<file path="config.mk">
export PLATFORM = sky130hd
export DESIGN_NAME = counter_scheduler
export DESIGN_NICKNAME = d
export VERILOG_FILES = /design/src/rtl/counter_sched_pkg.sv /design/src/rtl/sched_counter.sv /design/src/rtl/counter_scheduler.sv
export SDC_FILE = /design/constraint.sdc
export NUM_CORES = 1
export LEC_CHECK = 0
export CELL_PAD_IN_SITES_DETAIL_PLACEMENT = 0
export CELL_PAD_IN_SITES_GLOBAL_PLACEMENT = 1
export CORE_MARGIN = 3
export CORE_UTILIZATION = 37
export CTS_BUF_LIST = sky130_fd_sc_hd__clkbuf_8
export DETAILED_ROUTE_END_ITERATION = 12
export PLACE_DENSITY = 0.82
export SYNTH_ARGS = -nofsm -noshare
export SYNTH_HDL_FRONTEND = slang
export SYNTH_SLANG_ARGS = --single-unit
</file>
<file path="constraint.sdc">
create_clock -name clk -period 1.95 [get_ports clk]
set_input_delay 0.39 -clock clk [delete_from_list [all_inputs] [get_ports clk]]
set_output_delay 0.39 -clock clk [all_outputs]
set_load 0.005 [all_outputs]
</file>
<file path="src/rtl/counter_sched_pkg.sv">
// Shared definitions for the counter scheduler: FSM state encoding and the
// default requester count / counter width used by counter_scheduler.
package counter_sched_pkg;

    localparam int N_REQ = 4;
    localparam int WIDTH = 4;

    typedef enum logic [1:0] {
        IDLE = 2'd0,
        RUN  = 2'd1,
        DONE = 2'd2
    } state_t;

endpackage

</file>
<file path="src/rtl/sched_counter.sv">
// WIDTH-bit shared up-counter used by counter_scheduler.
// Ports:
//   clk    - rising-edge clock
//   reset  - asynchronous active-low reset, clears count
//   clr    - synchronous clear to 0, has priority over en
//   en     - increment by 1 when set
//   count  - registered counter value
module sched_counter #(
    parameter int WIDTH = counter_sched_pkg::WIDTH
) (
    input  logic             clk,
    input  logic             reset,
    input  logic             clr,
    input  logic             en,
    output logic [WIDTH-1:0] count
);

    // NOTE: sequential state is written with non-blocking assignments so every
    // flop samples the pre-edge value of its inputs, independent of block order.
    always_ff @(posedge clk or negedge reset) begin
        if (!reset) begin
            count <= '0;
        end else if (clr) begin
            count <= '0;
        end else if (en) begin
            count <= count + WIDTH'(1);
        end
    end

endmodule

</file>
<file path="src/rtl/counter_scheduler.sv">
// Round-robin scheduler sharing one WIDTH-bit counter among N_REQ requesters.
// The winner's target is latched at grant, the counter is cleared and run up
// to that target, and a one-cycle done pulse is returned to the owner.
// Ports:
//   clk    - rising-edge clock
//   reset  - asynchronous active-low reset
//   req    - per-requester request level
//   target - packed targets, requester i at [i*WIDTH +: WIDTH]
//   gnt    - registered one-hot grant
//   done   - registered one-cycle completion pulse (granted bit only)
//   busy   - high whenever the FSM is not IDLE
//   count  - shared counter value
module counter_scheduler #(
    parameter int N_REQ = counter_sched_pkg::N_REQ,
    parameter int WIDTH = counter_sched_pkg::WIDTH
) (
    input  logic                   clk,
    input  logic                   reset,
    input  logic [N_REQ-1:0]       req,
    input  logic [N_REQ*WIDTH-1:0] target,
    output logic [N_REQ-1:0]       gnt,
    output logic [N_REQ-1:0]       done,
    output logic                   busy,
    output logic [WIDTH-1:0]       count
);

    import counter_sched_pkg::*;

    localparam int IDX_W = (N_REQ > 1) ? $clog2(N_REQ) : 1;

    state_t           state_q, state_d;
    logic [IDX_W-1:0] ptr_q, ptr_d;     // last served (or aborted) requester
    logic [IDX_W-1:0] own_q, own_d;     // index of the current grant owner
    logic [WIDTH-1:0] tgt_q, tgt_d;
    logic [N_REQ-1:0] gnt_q, gnt_d;
    logic [N_REQ-1:0] done_q, done_d;

    logic             win_vld;
    logic [IDX_W-1:0] win_idx;
    logic             cnt_clr;
    logic             cnt_en;

    sched_counter #(.WIDTH(WIDTH)) u_counter (
        .clk   (clk),
        .reset (reset),
        .clr   (cnt_clr),
        .en    (cnt_en),
        .count (count)
    );

    // Round-robin search: first set req starting just above the pointer, so
    // the requester served last has the lowest priority.
    always_comb begin
        win_vld = 1'b0;
        win_idx = ptr_q;
        for (int k = 1; k <= N_REQ; k++) begin
            if (!win_vld && req[(int'(ptr_q) + k) % N_REQ]) begin
                win_vld = 1'b1;
                win_idx = IDX_W'((int'(ptr_q) + k) % N_REQ);
            end
        end
    end

    // NOTE: every variable assigned in this block gets a default first, so no
    // path through the case leaves one unassigned and no latch is inferred.
    always_comb begin
        state_d = state_q;
        ptr_d   = ptr_q;
        own_d   = own_q;
        tgt_d   = tgt_q;
        gnt_d   = gnt_q;
        done_d  = '0;
        cnt_clr = 1'b0;
        cnt_en  = 1'b0;

        case (state_q)
            IDLE: begin
                if (win_vld) begin
                    state_d = RUN;
                    own_d   = win_idx;
                    gnt_d   = {{(N_REQ-1){1'b0}}, 1'b1} << win_idx;
                    tgt_d   = target[win_idx*WIDTH +: WIDTH];
                    cnt_clr = 1'b1;
                end
            end
            RUN: begin
                if (!req[own_q]) begin
                    // Owner withdrew: release without a done pulse.
                    state_d = IDLE;
                    gnt_d   = '0;
                    ptr_d   = own_q;
                end else if (count == tgt_q) begin
                    state_d = DONE;
                    done_d  = gnt_q;
                end else begin
                    cnt_en = 1'b1;
                end
            end
            DONE: begin
                // A req drop here is ignored; the pulse already went out.
                state_d = IDLE;
                gnt_d   = '0;
                ptr_d   = own_q;
            end
            default: begin
                state_d = IDLE;
                gnt_d   = '0;
            end
        endcase
    end

    always_ff @(posedge clk or negedge reset) begin
        if (!reset) begin
            state_q <= IDLE;
            ptr_q   <= IDX_W'(N_REQ - 1);
            own_q   <= '0;
            tgt_q   <= '0;
            gnt_q   <= '0;
            done_q  <= '0;
        end else begin
            state_q <= state_d;
            ptr_q   <= ptr_d;
            own_q   <= own_d;
            tgt_q   <= tgt_d;
            gnt_q   <= gnt_d;
            done_q  <= done_d;
        end
    end

    assign gnt  = gnt_q;
    assign done = done_q;
    assign busy = (state_q != IDLE);

endmodule

</file>
==> results.tsv <==
stage	metric	value	unit
critical_path	setup.worst_path.end_class	flip-flop	
yosys	synth_top_family_by_area	simple AND/OR/NAND/NOR gates	
detailed_routing	drc_errors	0	
yosys	synth_top_cell_by_area	dfrtp_1	
grt	grt_pass1_wl	4530	microns
finish	fillers	275	
yosys	synthAdderAreaFrac	1.04	%
timing	rsz0062_at_grt	true	
yosys	ys_ff_latch	22	
yosys	synth_compound_area_share	14.3	%
finish	final_util	55.8	%
finish	multi_input_area	602	sq um
clocking	cts_buffer_depth	2	
floorplan	initial_core_util	39.0	%
critical_path	regToRegSetupSlack	0.14	ns
detailed_routing	wl_met2	1440	microns
timing	fin_skew	0.00370	ns
power	power-per-cell-area	1300	nW/um^2
critical_path	worstPathArrival	2.01	ns
yosys	synth_edf_count	0	
power	p_leak	0.740	nW
finish	seq_area	553	sq um
floorplan	io_pins	35	
clocking	post_cts_buffers	0	
placement	routabilityCongestion	0.787	
detailed_routing	ant_nets	0	
timing	whs	0.469	ns
yosys	ys.flop_type	dfrtp_1	
detailed_routing	wl_met3	159	microns
grt	grt_pass1_vias	1060	
timing	worst_pin_slew	0.359	ns
detailed_routing	first_iter_violations	28	
yosys	syn-num-nets	132	
clocking	clk_pin_slew	0.08	ns
critical_path	cp_slowest_cell	clkdlybuf4s50_1	
yosys	netlist_instances	109	
clocking	cts_max_level	1	
clocking	root_buffer	clkbuf_8	
grt	grt_max_degree	23	
detailed_routing	drt_wl_total	2640	microns
floorplan	row_count	20	
power	peakVddDrop	0.424	mV
floorplan	core	3080	sq um
yosys	synth.most_common_cell	dfrtp_1	
finish	antenna_cells	0	
critical_path	critPathKind	primary input to flip-flop	
detailed_routing	wl_per_cell	13.0	microns
critical_path	worstPathCellList	clkdlybuf4s50_1 -> nand2b_1 -> or2_2 -> buf_4 -> and4_2 -> a211oi_1 -> a311oi_1	
timing	post-route-min-period	1.88	ns
timing	slew_viol_final	0	
yosys	synth_area_per_cell	11.0	sq um
floorplan	die_h	62.9	microns
critical_path	critPathMaxStageDelay	0.55	ns
placement	dpl.hpwl	2220	microns
clocking	numClockSinks	22	
yosys	ys_types	35	
finish	drive_gt1_share	22.8	%
detailed_routing	routed.top_layer	met3	
yosys	ys_async_sr_fraction	100	%
floorplan	design.die.area	3960	sq um
flow_run	timing.max_cap.violations	0	
detailed_routing	avgViaCountPerCell	4.93	
clocking	clk_latency	0.25	ns
critical_path	cp.required	2.08	ns
yosys	seq_area_frac_synth	46.1	%
yosys	synthSimpleGateAreaFrac	19.9	%
timing	clock.fmax	533	MHz
detailed_routing	num_vias	996	
yosys	ys_top_cells_by_area	dfrtp_1 (42%), mux2i_1 (7.5%), dfstp_2 (4.4%)	
placement	numPortBuffers	34	
yosys	muxShareOfSynthArea	11.6	%
timing	fin_crit_sh	96.3	%
grt	antenna_found_initial	0	
yosys	yosys.area.top_type_share	41.7	%
finish	nNetsFinal	182	
finish	areaGrowthSynthToFinish	43.2	%
yosys	syn_area	1200	sq um
worst_hold_path	hp-class	primary input to async pin	
outcome	outcome	finished clean	
critical_path	worst-path-max-fanout	5	
yosys	ys_warn_count	0	
floorplan	dieWidth	62.9	microns
yosys	synthTopCellsByCount	dfrtp_1 (20), nor2_1 (10), mux2i_1 (9), nand2_1 (9)	
detailed_routing	met1Wirelength	1030	microns
timing	setup_viol	0	
detailed_routing	drt_pass1_iterations	4	
yosys	synth_xor_area_share	3.65	%
grt	grt_overflow	0	
clocking	numCtsBuffers	3	
critical_path	worst_setup_path_start_kind	primary input	
timing	slew_headroom	75.8	%
grt	grt.total_usage	14.2	%
clocking	cts_tree	built	
timing	finalHoldViolations	0	
per-layer routing:
| layer | vias up | track usage [%] |
|---|---|---|
| met5 | - | 0 |
| met4 | 0 | 4.96 |
| met3 | 0 | 2.70 |
| met2 | 35 | 27.1 |
| met1 | 469 | 15.3 |
| li1 | 492 | - |
cell families after synthesis:
group | Yosys count
simple gates | 42
compound gates | 22
flops | 22
mux | 12
xor+xnor | 5
buf+inv | 5
fa+ha+maj | 1
placed cells by master (no fill, tap or decap), types with 2 or more instances in the layout:
cell	instances
o21ai_0	5
or2_2	3
dfstp_2	2
o21a_1	2
nor2_1	10
xnor2_1	5
a311oi_1	4
buf_4	14
nand2_1	9
a211oi_1	4
nand4_1	2
and4_2	4
dfrtp_1	20
clkdlybuf4s50_1	34
mux2_2	2
mux2i_1	9
and2_1	4
inv_1	2
a21oi_1	2
clkbuf_8	4
stage by stage:
| step | std cells | area (sq um) | setup WS [ns] | total power, mW | setup TNS [ns] |
|---|---|---|---|---|---|
| 2_1_floorplan | 109 | 1200 | 0.324 | 1.50 | 0 |
| 3_3_place_gp | 198 | 1670 | -0.184 | 1.88 | -1.79 |
| 3_5_place_dp | 198 | 1670 | -0.244 | 1.93 | -3.01 |
| 4_1_cts | 202 | 1720 | 0.0331 | 2.25 | 0 |
| 5_1_grt | 202 | 1720 | -0.0405 | 2.41 | -0.135 |
| 6_report | 202 | 1720 | 0.0726 | 2.24 | 0 |
power by group:
part	total (mW)	switching (mW)	internal [mW]
Clock	0.319	0.140	0.179
Combinational	1.12	0.488	0.633
Sequential	0.797	0.163	0.634
worst paths after layout:
check,to,startpoint,depth (start not counted)
max in group asynchronous,ptr_q[1],reset,2
worst min-delay path,state_q[1],reset,2
worst max-delay path,tgt_q[3],req[1],7
worst min register to register,gnt[2],gnt[2],2
worst max register to register,tgt_q[3],state_q[1],5
min in group clk,gnt[2],gnt[2],2
final cells by class:
type	count	share of cell area [%]
clock buffers	4	3.20
flip-flops and latches	22	32.2
repair buffers	48	25.9
multi-input cells	82	35.0
well taps	44	3.20
inverters	2	0.437
state kept, by name, indices dropped and copies added (netlist names):
name / cells
gnt: 4
u_counter.count: 4
state_q: 2
own_q: 2
ptr_q: 2
done: 4
tgt_q: 4
worst max-delay path, delay by kind of cell:
family	cells	cell delay, ns
buffers and inverters	2	0.70
AND/OR/NAND/NOR	3	0.57
AO/OA/AOI/OAI	2	0.35
repair_timing:
action | 4_1_cts | 5_1_grt
resized for setup | 0 | 1
setup endpoints to repair | 0 | 8
endpoints found under the hold margin | 0 | 0
hold buffers | 0 | 0
No activity file was read; power rests on OpenSTA's default activity.
